--- src/rtl/biquad_pkg.sv ---
// -----------------------------------------------------------------------------
// biquad_pkg
// Shared definitions for the time-multiplexed biquad cascade:
//   - state_t       : sequencer states (IDLE, ISSUE, DRAIN, WB)
//   - TAP_B0..TAP_A2: tap order within one section, TAPS_PER_SECT = 5
//   - DRAIN_LAST    : final count of the two-cycle pipeline drain
//   - sat_shift()   : arithmetic right shift by the coefficient scaling, then
//                     saturation to a signed data width, with an overflow bit
// -----------------------------------------------------------------------------
package biquad_pkg;

    typedef enum logic [1:0] {
        ST_IDLE  = 2'd0,
        ST_ISSUE = 2'd1,
        ST_DRAIN = 2'd2,
        ST_WB    = 2'd3
    } state_t;

    localparam int TAPS_PER_SECT = 5;

    localparam logic [2:0] TAP_B0 = 3'd0;
    localparam logic [2:0] TAP_B1 = 3'd1;
    localparam logic [2:0] TAP_B2 = 3'd2;
    localparam logic [2:0] TAP_A1 = 3'd3;
    localparam logic [2:0] TAP_A2 = 3'd4;

    // Two drain cycles: counts 0 and 1
    localparam logic [2:0] DRAIN_LAST = 3'd1;

    typedef struct packed {
        logic [63:0] value;   // saturated result, sign-extended to 64 bits
        logic        ovf;     // result had to be clamped
    } sat_t;

    // Shift the accumulator down by the fractional bits (floor) and clamp the
    // result into the signed range of width_d bits.
    function automatic sat_t sat_shift(input logic signed [63:0] acc,
                                       input int                 scaling,
                                       input int                 width_d);
        sat_t              res;
        logic signed [63:0] shifted;
        logic signed [63:0] max_v;
        logic signed [63:0] min_v;
        shifted = acc >>> scaling;
        max_v   = (64'sd1 <<< (width_d - 1)) - 64'sd1;
        min_v   = -max_v - 64'sd1;
        if (shifted > max_v) begin
            res.value = max_v;
            res.ovf   = 1'b1;
        end else if (shifted < min_v) begin
            res.value = min_v;
            res.ovf   = 1'b1;
        end else begin
            res.value = shifted;
            res.ovf   = 1'b0;
        end
        return res;
    endfunction

endpackage

--- src/rtl/biquad_mac.sv ---
// -----------------------------------------------------------------------------
// biquad_mac
// Shared multiply-accumulate for the biquad cascade, shaped for one DSP48:
// registered multiplier inputs -> product register -> accumulator.
// Control travels down the pipe alongside the operands, so a tap issued in
// cycle t lands in the accumulator at the end of cycle t+2.
// Ports:
//   clk, rst      : clock, synchronous active-high reset
//   issue_valid   : operands below carry a real tap this cycle
//   issue_first   : first tap of a section (accumulator is reloaded)
//   issue_sub     : product is subtracted (feedback taps a1, a2)
//   op_data       : signed data operand (WIDTH_D)
//   op_coeff      : signed coefficient operand (WIDTH_C)
//   acc           : signed accumulator (WIDTH_D+WIDTH_C+3)
// -----------------------------------------------------------------------------
module biquad_mac #(
    parameter int WIDTH_D = 18,
    parameter int WIDTH_C = 18
) (
    input  logic                                 clk,
    input  logic                                 rst,
    input  logic                                 issue_valid,
    input  logic                                 issue_first,
    input  logic                                 issue_sub,
    input  logic signed [WIDTH_D-1:0]            op_data,
    input  logic signed [WIDTH_C-1:0]            op_coeff,
    output logic signed [WIDTH_D+WIDTH_C+2:0]    acc
);

    localparam int PW = WIDTH_D + WIDTH_C;
    localparam int AW = PW + 3;

    logic signed [WIDTH_D-1:0] a_r;
    logic signed [WIDTH_C-1:0] b_r;
    logic                      v1_r, f1_r, s1_r;
    logic signed [PW-1:0]      p_r;
    logic                      v2_r, f2_r, s2_r;
    logic signed [AW-1:0]      acc_r;
    logic signed [AW-1:0]      p_ext_s;

    assign p_ext_s = AW'(p_r);
    assign acc     = acc_r;

    // Multiplier input stage, product stage and accumulator
    always_ff @(posedge clk) begin
        if (rst) begin
            a_r   <= {WIDTH_D{1'b0}};
            b_r   <= {WIDTH_C{1'b0}};
            v1_r  <= 1'b0;
            f1_r  <= 1'b0;
            s1_r  <= 1'b0;
            p_r   <= {PW{1'b0}};
            v2_r  <= 1'b0;
            f2_r  <= 1'b0;
            s2_r  <= 1'b0;
            acc_r <= {AW{1'b0}};
        end else begin
            a_r  <= op_data;
            b_r  <= op_coeff;
            v1_r <= issue_valid;
            f1_r <= issue_first;
            s1_r <= issue_sub;
            p_r  <= PW'(a_r) * PW'(b_r);
            v2_r <= v1_r;
            f2_r <= f1_r;
            s2_r <= s1_r;
            if (v2_r) begin
                if (f2_r) begin
                    acc_r <= s2_r ? -p_ext_s : p_ext_s;
                end else begin
                    acc_r <= s2_r ? (acc_r - p_ext_s) : (acc_r + p_ext_s);
                end
            end
        end
    end

endmodule

--- src/rtl/biquad_cascade_tdm.sv ---
// -----------------------------------------------------------------------------
// biquad_cascade_tdm
// NUM_SECT Direct Form I biquads in cascade, time-multiplexed over NUM_CH
// channels on a single multiply-accumulate. Each section takes 8 cycles:
// 5 tap issues (b0 b1 b2 a1 a2), 2 pipeline drain cycles, 1 write-back.
//   y = b0*x + b1*x1 + b2*x2 - a1*y1 - a2*y2, saturated to WIDTH_D bits.
// Optional build macro BIQUAD_CASCADE_ROUND_EN: round half up before the
// shift instead of truncating toward negative infinity.
// Ports:
//   clk, rst        : clock, synchronous active-high reset
//   inStrobe        : sample offered; taken when inStrobe && inReady
//   inChannel       : channel of offered sample (>= NUM_CH is refused)
//   dataIn          : signed input sample
//   inReady         : engine idle
//   clrState        : zero all histories (idle only, before a same-cycle accept)
//   coeffWrEn       : coefficient write (idle only)
//   coeffAddr       : sect*5 + tap (0=b0 1=b1 2=b2 3=a1 4=a2)
//   coeffData       : signed coefficient, 1.0 = 2^SCALING
//   outStrobe       : one-cycle strobe with a new result
//   outChannel      : channel of dataOut
//   dataOut         : signed result, held between strobes
//   ovf             : sticky saturation flag, cleared by rst only
// -----------------------------------------------------------------------------
module biquad_cascade_tdm
    import biquad_pkg::*;
#(
    parameter int WIDTH_D  = 18,
    parameter int WIDTH_C  = 18,
    parameter int SCALING  = 16,
    parameter int NUM_SECT = 2,
    parameter int NUM_CH   = 1
) (
    input  logic                                               clk,
    input  logic                                               rst,
    input  logic                                               inStrobe,
    input  logic [((NUM_CH > 1) ? $clog2(NUM_CH) : 1)-1:0]     inChannel,
    input  logic [WIDTH_D-1:0]                                 dataIn,
    output logic                                               inReady,
    input  logic                                               clrState,
    input  logic                                               coeffWrEn,
    input  logic [$clog2(5*NUM_SECT)-1:0]                      coeffAddr,
    input  logic [WIDTH_C-1:0]                                 coeffData,
    output logic                                               outStrobe,
    output logic [((NUM_CH > 1) ? $clog2(NUM_CH) : 1)-1:0]     outChannel,
    output logic [WIDTH_D-1:0]                                 dataOut,
    output logic                                               ovf
);

    localparam int CH_W  = (NUM_CH > 1) ? $clog2(NUM_CH) : 1;
    localparam int SW    = (NUM_SECT > 1) ? $clog2(NUM_SECT) : 1;
    localparam int NCOEF = TAPS_PER_SECT * NUM_SECT;
    localparam int CA_W  = $clog2(NCOEF);
    localparam int AW    = WIDTH_D + WIDTH_C + 3;

    state_t state_r, state_s;

    logic [2:0]                cnt_r;
    logic [SW-1:0]             sect_r;
    logic [CH_W-1:0]           ch_r;
    logic signed [WIDTH_D-1:0] x_cur_r;     // input of the section in flight

    logic signed [WIDTH_C-1:0] coeff_r [NCOEF];
    logic signed [WIDTH_D-1:0] x1_r [NUM_CH][NUM_SECT];
    logic signed [WIDTH_D-1:0] x2_r [NUM_CH][NUM_SECT];
    logic signed [WIDTH_D-1:0] y1_r [NUM_CH][NUM_SECT];
    logic signed [WIDTH_D-1:0] y2_r [NUM_CH][NUM_SECT];

    logic                      in_ready_r;
    logic                      out_strobe_r;
    logic [CH_W-1:0]           out_channel_r;
    logic [WIDTH_D-1:0]        data_out_r;
    logic                      ovf_r;

    logic                      ch_ok_s;
    logic                      addr_ok_s;
    logic                      accept_s;
    logic                      last_sect_s;
    logic [CA_W-1:0]           coeff_idx_s;
    logic signed [WIDTH_D-1:0] op_data_s;
    logic signed [WIDTH_C-1:0] op_coeff_s;
    logic                      issue_valid_s;
    logic                      issue_first_s;
    logic                      issue_sub_s;
    logic signed [AW-1:0]      acc_s;
    logic signed [63:0]        acc_wide_s;
    sat_t                      sat_res_s;
    logic signed [WIDTH_D-1:0] y_sat_s;
    logic                      y_ovf_s;

    assign inReady    = in_ready_r;
    assign outStrobe  = out_strobe_r;
    assign outChannel = out_channel_r;
    assign dataOut    = data_out_r;
    assign ovf        = ovf_r;

    assign ch_ok_s     = (32'(inChannel) < NUM_CH);
    assign addr_ok_s   = (32'(coeffAddr) < NCOEF);
    assign accept_s    = (state_r == ST_IDLE) && inStrobe && ch_ok_s;
    assign last_sect_s = (sect_r == SW'(NUM_SECT - 1));
    assign coeff_idx_s = CA_W'(32'(sect_r) * TAPS_PER_SECT + 32'(cnt_r));

    // Operand selection for the tap being issued this cycle
    always_comb begin
        op_data_s     = {WIDTH_D{1'b0}};
        op_coeff_s    = coeff_r[coeff_idx_s];
        issue_valid_s = (state_r == ST_ISSUE);
        issue_first_s = 1'b0;
        issue_sub_s   = 1'b0;
        case (cnt_r)
            TAP_B0: op_data_s = x_cur_r;
            TAP_B1: op_data_s = x1_r[ch_r][sect_r];
            TAP_B2: op_data_s = x2_r[ch_r][sect_r];
            TAP_A1: op_data_s = y1_r[ch_r][sect_r];
            TAP_A2: op_data_s = y2_r[ch_r][sect_r];
            default: op_data_s = {WIDTH_D{1'b0}};
        endcase
        if (issue_valid_s) begin
            issue_first_s = (cnt_r == TAP_B0);
            issue_sub_s   = (cnt_r == TAP_A1) || (cnt_r == TAP_A2);
        end else begin
            issue_first_s = 1'b0;
            issue_sub_s   = 1'b0;
        end
    end

    biquad_mac #(
        .WIDTH_D (WIDTH_D),
        .WIDTH_C (WIDTH_C)
    ) u_mac (
        .clk         (clk),
        .rst         (rst),
        .issue_valid (issue_valid_s),
        .issue_first (issue_first_s),
        .issue_sub   (issue_sub_s),
        .op_data     (op_data_s),
        .op_coeff    (op_coeff_s),
        .acc         (acc_s)
    );

    // Section result: optional rounding offset, shift by SCALING, clamp
    always_comb begin
`ifdef BIQUAD_CASCADE_ROUND_EN
        acc_wide_s = 64'(acc_s) + (64'sd1 <<< (SCALING - 1));
`else
        acc_wide_s = 64'(acc_s);
`endif
        sat_res_s = sat_shift(acc_wide_s, SCALING, WIDTH_D);
        y_sat_s   = WIDTH_D'(sat_res_s.value);
        y_ovf_s   = sat_res_s.ovf;
    end

    // Sequencer state register
    always_ff @(posedge clk) begin
        if (rst) begin
            state_r <= ST_IDLE;
        end else begin
            state_r <= state_s;
        end
    end

    // Sequencer next-state logic
    always_comb begin
        state_s = state_r;
        case (state_r)
            ST_IDLE: begin
                if (accept_s) begin
                    state_s = ST_ISSUE;
                end else begin
                    state_s = ST_IDLE;
                end
            end
            ST_ISSUE: begin
                if (cnt_r == TAP_A2) begin
                    state_s = ST_DRAIN;
                end else begin
                    state_s = ST_ISSUE;
                end
            end
            ST_DRAIN: begin
                if (cnt_r == DRAIN_LAST) begin
                    state_s = ST_WB;
                end else begin
                    state_s = ST_DRAIN;
                end
            end
            ST_WB: begin
                if (last_sect_s) begin
                    state_s = ST_IDLE;
                end else begin
                    state_s = ST_ISSUE;
                end
            end
            default: state_s = ST_IDLE;
        endcase
    end

    // Counters, sample latch, section write-back and registered outputs
    always_ff @(posedge clk) begin
        if (rst) begin
            cnt_r         <= 3'd0;
            sect_r        <= {SW{1'b0}};
            ch_r          <= {CH_W{1'b0}};
            x_cur_r       <= {WIDTH_D{1'b0}};
            in_ready_r    <= 1'b1;
            out_strobe_r  <= 1'b0;
            out_channel_r <= {CH_W{1'b0}};
            data_out_r    <= {WIDTH_D{1'b0}};
            ovf_r         <= 1'b0;
        end else begin
            out_strobe_r <= 1'b0;
            in_ready_r   <= (state_s == ST_IDLE);
            case (state_r)
                ST_IDLE: begin
                    if (accept_s) begin
                        ch_r    <= inChannel;
                        x_cur_r <= dataIn;
                        sect_r  <= {SW{1'b0}};
                        cnt_r   <= 3'd0;
                    end
                end
                ST_ISSUE: begin
                    cnt_r <= (cnt_r == TAP_A2) ? 3'd0 : (cnt_r + 3'd1);
                end
                ST_DRAIN: begin
                    cnt_r <= (cnt_r == DRAIN_LAST) ? 3'd0 : (cnt_r + 3'd1);
                end
                ST_WB: begin
                    cnt_r   <= 3'd0;
                    x_cur_r <= y_sat_s;      // feeds the next section
                    if (y_ovf_s) begin
                        ovf_r <= 1'b1;
                    end
                    if (last_sect_s) begin
                        sect_r        <= {SW{1'b0}};
                        out_strobe_r  <= 1'b1;
                        data_out_r    <= y_sat_s;
                        out_channel_r <= ch_r;
                    end else begin
                        sect_r <= sect_r + SW'(1);
                    end
                end
                default: cnt_r <= 3'd0;
            endcase
        end
    end

    // Per-channel, per-section histories: idle clear or write-back shift
    always_ff @(posedge clk) begin
        if (rst || ((state_r == ST_IDLE) && clrState)) begin
            for (int c = 0; c < NUM_CH; c++) begin
                for (int s = 0; s < NUM_SECT; s++) begin
                    x1_r[c][s] <= {WIDTH_D{1'b0}};
                    x2_r[c][s] <= {WIDTH_D{1'b0}};
                    y1_r[c][s] <= {WIDTH_D{1'b0}};
                    y2_r[c][s] <= {WIDTH_D{1'b0}};
                end
            end
        end else if (state_r == ST_WB) begin
            x2_r[ch_r][sect_r] <= x1_r[ch_r][sect_r];
            x1_r[ch_r][sect_r] <= x_cur_r;
            y2_r[ch_r][sect_r] <= y1_r[ch_r][sect_r];
            y1_r[ch_r][sect_r] <= y_sat_s;
        end
    end

    // Coefficient store; writes land only while idle and in range
    always_ff @(posedge clk) begin
        if (rst) begin
            for (int i = 0; i < NCOEF; i++) begin
                coeff_r[i] <= {WIDTH_C{1'b0}};
            end
        end else if ((state_r == ST_IDLE) && coeffWrEn && addr_ok_s) begin
            coeff_r[coeffAddr] <= coeffData;
        end
    end

endmodule
--- config.mk ---
export PLATFORM = sky130hd
export DESIGN_NAME = biquad_cascade_tdm
export DESIGN_NICKNAME = d
export VERILOG_FILES = /design/src/rtl/biquad_pkg.sv /design/src/rtl/biquad_mac.sv /design/src/rtl/biquad_cascade_tdm.sv
export SDC_FILE = /design/constraint.sdc
export NUM_CORES = 2
export LEC_CHECK = 0
export ABC_AREA = 1
export CAP_MARGIN = 20
export CORE_MARGIN = 2
export CORE_UTILIZATION = 61
export CTS_BUF_LIST = sky130_fd_sc_hd__clkbuf_8
export CTS_CLUSTER_DIAMETER = 60
export DETAILED_ROUTE_END_ITERATION = 10
export HOLD_SLACK_MARGIN = 0.15
export PLACE_DENSITY = 0.78
export SYNTH_ARGS = -nofsm -noshare
export SYNTH_HDL_FRONTEND = slang
export SYNTH_SLANG_ARGS = --single-unit
--- constraint.sdc ---
create_clock -name clk -period 6.8 [get_ports clk]
set_input_delay 1.7 -clock clk [delete_from_list [all_inputs] [get_ports clk]]
set_output_delay 1.7 -clock clk [all_outputs]
set_load 0.02 [all_outputs]
Word-level counts from Yosys, hierarchy flattened
Memory sizes are Yosys's and may differ from the RTL's. A register that Yosys moved wholly into a read port is not among the register bits.
Cells that the tools add are included.
Widths: inputs -> output; s select.
{"block": "totals", "ff_bits": 146, "ram_bits": 324, "inputBits": 46, "output_inout_bits": 22, "elab_cells": 128, "memories": 5}
{"block": "classes", "n_addsub": 6, "n_mul": 2, "magnitude_cmp": 6, "n_eq_ne": 8, "muxes": 56, "bitwise_logic": 3, "n_reduce_logical": 23}
{"name": "coeff_r", "depth": 10, "word_bits": 18, "rd": 1, "rd_ports_with_merged_regs": 1, "wr": 10, "line_no": "biquad_cascade_tdm.sv:62", "rtl": "logic signed [WIDTH_C-1:0] coeff_r [NCOEF];"}
{"name": "x1_r", "depth": 1, "word_bits": 36, "rd": 1, "rd_ports_with_merged_regs": 0, "wr": 2, "line_no": "biquad_cascade_tdm.sv:63", "rtl": "logic signed [WIDTH_D-1:0] x1_r [NUM_CH][NUM_SECT];"}
{"name": "x2_r", "depth": 1, "word_bits": 36, "rd": 1, "rd_ports_with_merged_regs": 0, "wr": 2, "line_no": "biquad_cascade_tdm.sv:64", "rtl": "logic signed [WIDTH_D-1:0] x2_r [NUM_CH][NUM_SECT];"}
{"name": "y1_r", "depth": 1, "word_bits": 36, "rd": 1, "rd_ports_with_merged_regs": 0, "wr": 2, "line_no": "biquad_cascade_tdm.sv:65", "rtl": "logic signed [WIDTH_D-1:0] y1_r [NUM_CH][NUM_SECT];"}
{"name": "y2_r", "depth": 1, "word_bits": 36, "rd": 1, "rd_ports_with_merged_regs": 0, "wr": 2, "line_no": "biquad_cascade_tdm.sv:66", "rtl": "logic signed [WIDTH_D-1:0] y2_r [NUM_CH][NUM_SECT];"}
{"cell": "$mux 36", "n": 9}
{"cell": "$mux 18", "n": 15}
{"cell": "$reduce_or 36->1", "n": 4}
{"cell": "$mux 39", "n": 3}
{"cell": "$pmux 18 s5", "n": 1}
{"cell": "$add 39x36->39", "n": 1}
{"cell": "$neg 36->39", "n": 1}
{"cell": "$sub 39x36->39", "n": 1}
{"cell": "$mux 19", "n": 2}
{"cell": "$mul 18x18->36", "n": 1}
{"cell": "$pmux 18 s2", "n": 1}
{"cell": "$gt 23x18->1 const B", "n": 1}
{"cell": "$lt 23x18->1 const B", "n": 1}
{"cell": "$demux 18 s1", "n": 1}
{"cell": "$reduce_or 18->1", "n": 1}
{"cell": "$mux 1", "n": 16}
{"cell": "$pmux 3 s4", "n": 1}
{"cell": "$mux 3", "n": 3}
{"cell": "$pmux 2 s4", "n": 1}
{"cell": "$reduce_and 2->1", "n": 4}
{"cell": "$eq 3x2->1 const B", "n": 2}
{"cell": "$logic_and 1x1->1", "n": 6}
{"cell": "$add 4x3->4", "n": 1}
{"cell": "$eq 2x2->1 const B", "n": 2}
{"cell": "other kinds (21)", "n": 25}

Logic depth before layout (Yosys ltp)
{"block": "depth", "word_depth": 8, "ltp_mapped": 28}

By module
Synthesis repeated with hierarchy kept, for this count alone.
{"block": "unflattened", "cells_unflattened": 5135, "hier_area_um2": 41906.4}
{"module": "biquad_mac", "n_inst": 1, "cells_each": 2947, "area_each_um2": 21026.4, "seq_area_each_um2": 2342.2}
{"module": "biquad_cascade_tdm", "n_inst": 1, "cells_each": 2188, "area_each_um2": 20880.0, "seq_area_each_um2": 13192.7}

Least setup slack after synthesis
No wires, ideal clock.
{"block": "synth_path", "path_type": "reg-to-reg", "startpoint": "reg u_mac.a_r[17]", "endpoint": "reg u_mac.p_r[35]", "setup_time_ps": 128, "arrival_ps": 5799, "required_time_ps": 6672, "slack_ps": 874, "stages_incl_launch_ff": 24, "path_buffers": 2, "synth_period_minus_slack_ps": 5926, "cell_sequence": "dfxtp_1 -> clkbuf_1 -> clkbuf_1 -> nand2_1 -> fa_1 -> inv_1 -> fa_1 -> fa_1 -> inv_1 -> fa_1 -> inv_1 -> fa_1 -> inv_1 -> fa_1 -> inv_1 -> ha_1 -> nand2_1 -> nor3_1 -> nand2_1 -> nor4_1 -> nand2_1 -> nand3_1 -> xor2_1 -> nor2_1"}
{"block": "synth_via", "elab_chain_cells": 1}
{"item": "start, declared", "line_no": "biquad_mac.sv:33", "rtl": "logic signed [WIDTH_D-1:0] a_r;"}
{"item": "start signal, assigned", "line_no": "biquad_mac.sv:47", "rtl": "a_r <= {WIDTH_D{1'b0}};"}
{"item": "start signal, assigned", "line_no": "biquad_mac.sv:58", "rtl": "a_r <= op_data;"}
{"item": "$mul 18x18->36", "line_no": "biquad_mac.sv:63", "rtl": "p_r <= PW'(a_r) * PW'(b_r);"}
{"item": "end signal, assigned", "line_no": "biquad_mac.sv:52", "rtl": "p_r <= {PW{1'b0}};"}
{"item": "end signal, assigned", "line_no": "biquad_mac.sv:63"}
{"item": "end, declared", "line_no": "biquad_mac.sv:36", "rtl": "logic signed [PW-1:0] p_r;"}
Every way passes these cells.
A chain may end at the register's enable or synchronous reset.

Worst setup path after layout
{"block": "layout_path", "startpoint": "reg u_mac.b_r[0] (read register of coeff_r)", "endpoint": "reg u_mac.p_r[26]"}
{"block": "layout_via", "elab_chain_cells": 1}
{"item": "start, declared", "line_no": "biquad_mac.sv:34", "rtl": "logic signed [WIDTH_C-1:0] b_r;"}
{"item": "$mul 18x18->36", "line_no": "biquad_mac.sv:63"}
Every way passes these cells.

==> results.toml <==
[run_status]
status = "completed"

[setup_path]
cp_max_fo = 18
cp-end-kind = "flip-flop"
worstSetupPathType = "reg2reg"
path_cells = "nand2_1, inv_1, fa_1, inv_1, fa_1, inv_1, ha_1, inv_1, fa_1, inv_1, fa_1, inv_1, fa_1, inv_1, ha_1, nand2_1, nor2_1, inv_1, o21ai_0, a21oi_1, nand2_1, a21oi_1, o21a_1"
cpPeakStageDelay_ps = 690
crit_top_cell = "inv_1"
r2r.worst_path.cells = 23
rr_endpoint = "u_mac.p_r[26]"
regToRegSetupSlack_ps = 590
critPathLaunchType = "flip-flop"
crit_slowest_cell = "dfxtp_1"
reg2reg_from = "u_mac.b_r[0]"
crit_arrival_ps = 6820
required_ps = 7400

[clocking]
clk_pin_slew_worst_paths_ps = 60
post-cts-setup-buffer-count = 0
cts_resized = 0
cts_buffer_depth = 3
holdBufCountCts = 0
cts_sinks = 596
htreeDepth = 3
clk_latency_ps = 720
clockRootBuffer = "clkbuf_8"
cts_tree = "done"
cts-buffers-inserted = 98

[worst_hold_path]
hp-class = "reg2reg"
worstHoldPathCells = 2
hp-start = "u_mac.s1_r"
hold_end = "u_mac.s2_r"

[floorplan]
die-area_um2 = 69920
die_h_um = 264.4
ios = 68
die_w_um = 264.4
start_util_pct = 61.60
design.core.area_um2 = 67160
num_rows = 95

[synth]
yosys.area.top_type_share_pct = 26.13
synth_seq_area_share_pct = 37.55
ys.flop_type = "edfxtp_1"
yosys_register_bits = 596
synth_edf_count = 360
yosys_warnings = 0
synthArstFlopShare_pct = 0
synth_area_um2 = 41370
yosysTopAreaCell = "edfxtp_1"
synth_area_per_cell_um2 = 8.441
synth.distinct_cells = 60
synth.area.top_cells = "edfxtp_1 26%, fa_1 16%, dfxtp_1 11%"
synthCells = 4901

[power]
leakage_nw = 21.08
power_density_nw_per_um2 = 279.2
pwr-share-clk_pct = 25.9
p_switching_mw = 5.115
seqPwrFrac_pct = 35.5
comb_power_share_pct = 38.6
internal_power_mw = 7.494
swShare_pct = 40.57
irDropWorstVdd_mv = 0.2220

[routing]
drtAntennaViolNets = 0
routedWlPerCell_um = 18.45
drt_iter0_markers = 3183
dr.pass1.iters = 6
drc = 0
vias = 33520
avgViaCountPerCell = 5.626
drt_wl_total_um = 109900

[grt]
grt_pass1_vias = 33000
grt_overflow = 0
grt_pass1_wl_um = 174700
grt_max_degree = 93
antenna_found_initial = 1
track_usage_pct = 31.69

[timing]
timing.final.crit_period_ps = 6212
fin_setup_tns_ps = 0
hold_viol = 0
slew_viol_final = 0
setup_viol = 0
finClkSkew_ps = 48.17
post-route-period-util_pct = 91.35
rsz0062_at_grt = "false"
maxSlewHeadroom_pct = 23.90
timing.fmax_ghz = 0.1610
worstMarginPinSlew_ps = 1139

[finish]
fin_area_um2 = 45160
area_delta_synth_final_pct = 9.167
utilization_pct = 67.25
antennaDiodeCount = 0
drive_gt1_share_pct = 5.565
layout.nets = 5523
fin_cells = 5958

[placement]
portBuffers = 67
dp_hpwl_um = 78270
placed_cell_area_um2 = 43130
place_congestion = 0.9625
dpl.cell_count = 5774

[job]
max-cap-violations = 0
## flip-flops by register name, indices dropped and copies added, names as in the netlist, 36 cells and up
name,cells
y2_r,36
u_mac.acc,39
coeff_r,288
x2_r,36
u_mac.p_r,36
x1_r,36
y1_r,36
## metal layers
metal	GRT usage [%]	up-vias	wire, um
met3	4.236	275	8088
met2	52.31	1415	51870
met5	0	-	0
met4	12.88	0	4482
li1	-	15780	-
met1	42.60	16050	45510
## final cells by class
type,count,area (um^2)
flip-flops and latches,596,15540
clock buffers,108,1486
inverters,929,3488
well taps,873,1092
clock inverters,75,545.5
fillers,5409,21990
repair buffers,134,1181
multi-input cells,3243,21830
## worst max-delay path: cells and delay by family, from the launching register on
kind,cells,cell delay (ps)
compound gates,4,730
fa+ha+maj,7,3150
buf+inv,8,940
flops,1,690
simple gates,4,590
## synthesized netlist by cell type, types with 3 or more instances
master,instances
inv_2,9
a21o_1,7
buf_6,4
a211oi_1,3
a21boi_0,5
nand4_1,24
nand2_1,838
o21a_1,7
nor2_2,23
fa_1,330
nor3_1,18
ha_1,145
clkinv_1,5
o22ai_1,14
a2bb2oi_1,4
clkbuf_1,180
o21ai_0,326
o32ai_1,36
o2111a_1,4
nor2_1,612
inv_1,915
buf_1,25
nor4_1,9
or2_2,18
nand3b_1,7
o21ai_1,10
dfxtp_1,236
nand3_2,3
nand2_2,4
xor2_1,33
a221oi_1,19
a2111oi_0,13
nand3_4,3
buf_2,30
xnor2_1,11
o21bai_1,13
edfxtp_1,360
mux2i_1,49
a31oi_1,11
o211ai_1,76
o221ai_1,38
nand3_1,110
a21oi_1,292
## cell usage in the layout (no fill, tap or decap), types with 25 or more instances in the layout
cell,n
xor2_1,33
o21ai_0,326
nor2_1,611
buf_4,66
edfxtp_1,360
mux2i_1,49
clkdlybuf4s50_1,66
clkbuf_8,108
inv_1,945
nand2_1,835
nand3_1,110
o32ai_1,36
dfxtp_1,235
conb_1,108
ha_1,143
o211ai_1,76
a21oi_1,292
clkinv_1,25
fa_1,330
o221ai_1,38
## worst max-delay path by stage
stage / slack [ps] / endpoint / startpoint
6_report: 590 / u_mac.p_r[26] / u_mac.b_r[0]
5_1_grt: 110 / u_mac.p_r[35] / u_mac.b_r[0]
4_1_cts: 550 / u_mac.p_r[35] / u_mac.b_r[0]
3_5_place_dp: 610 / u_mac.p_r[35] / u_mac.b_r[0]
3_3_place_gp: 730 / u_mac.p_r[34] / u_mac.a_r[17]
2_1_floorplan: 870 / u_mac.p_r[35] / u_mac.a_r[17]
## power groups by stage
stage	Sequential [mW]	Combinational, mW	Clock (mW)
finish	4.48	4.87	3.27
global route	4.51	5.42	3.44
CTS	4.47	4.77	3.28
detailed placement	4.54	4.74	0
global placement	4.53	4.68	0
floorplan	4.40	3.46	0
## kinds of logic (layout without fill, tap and decap cells)
group | Yosys count | in the layout | synth area share (%)
and+or+nand+nor | 1681 | 1681 | 16.53
other | 1 | 108 | 0.009064
xor gates and xnor gates | 44 | 44 | 0.9315
AOI/OAI and AO/OA | 886 | 886 | 12.66
DFF | 596 | 596 | 37.55
muxes | 49 | 49 | 1.186
adders and majority gates | 475 | 475 | 20.35
buffers and inverters | 1169 | 1246 | 10.78
## through the flow
step,hold slack [ps],power [mW],setup slack [ps]
after floorplan,388.3,7.860,873.8
after global placement,390.5,9.204,726.6
after detailed placement,398.8,9.283,611.9
after CTS,407.6,12.52,553.4
after global routing,435.6,13.37,112.9
final,412.5,12.61,587.9
No activity file was read; power rests on OpenSTA's default activity.
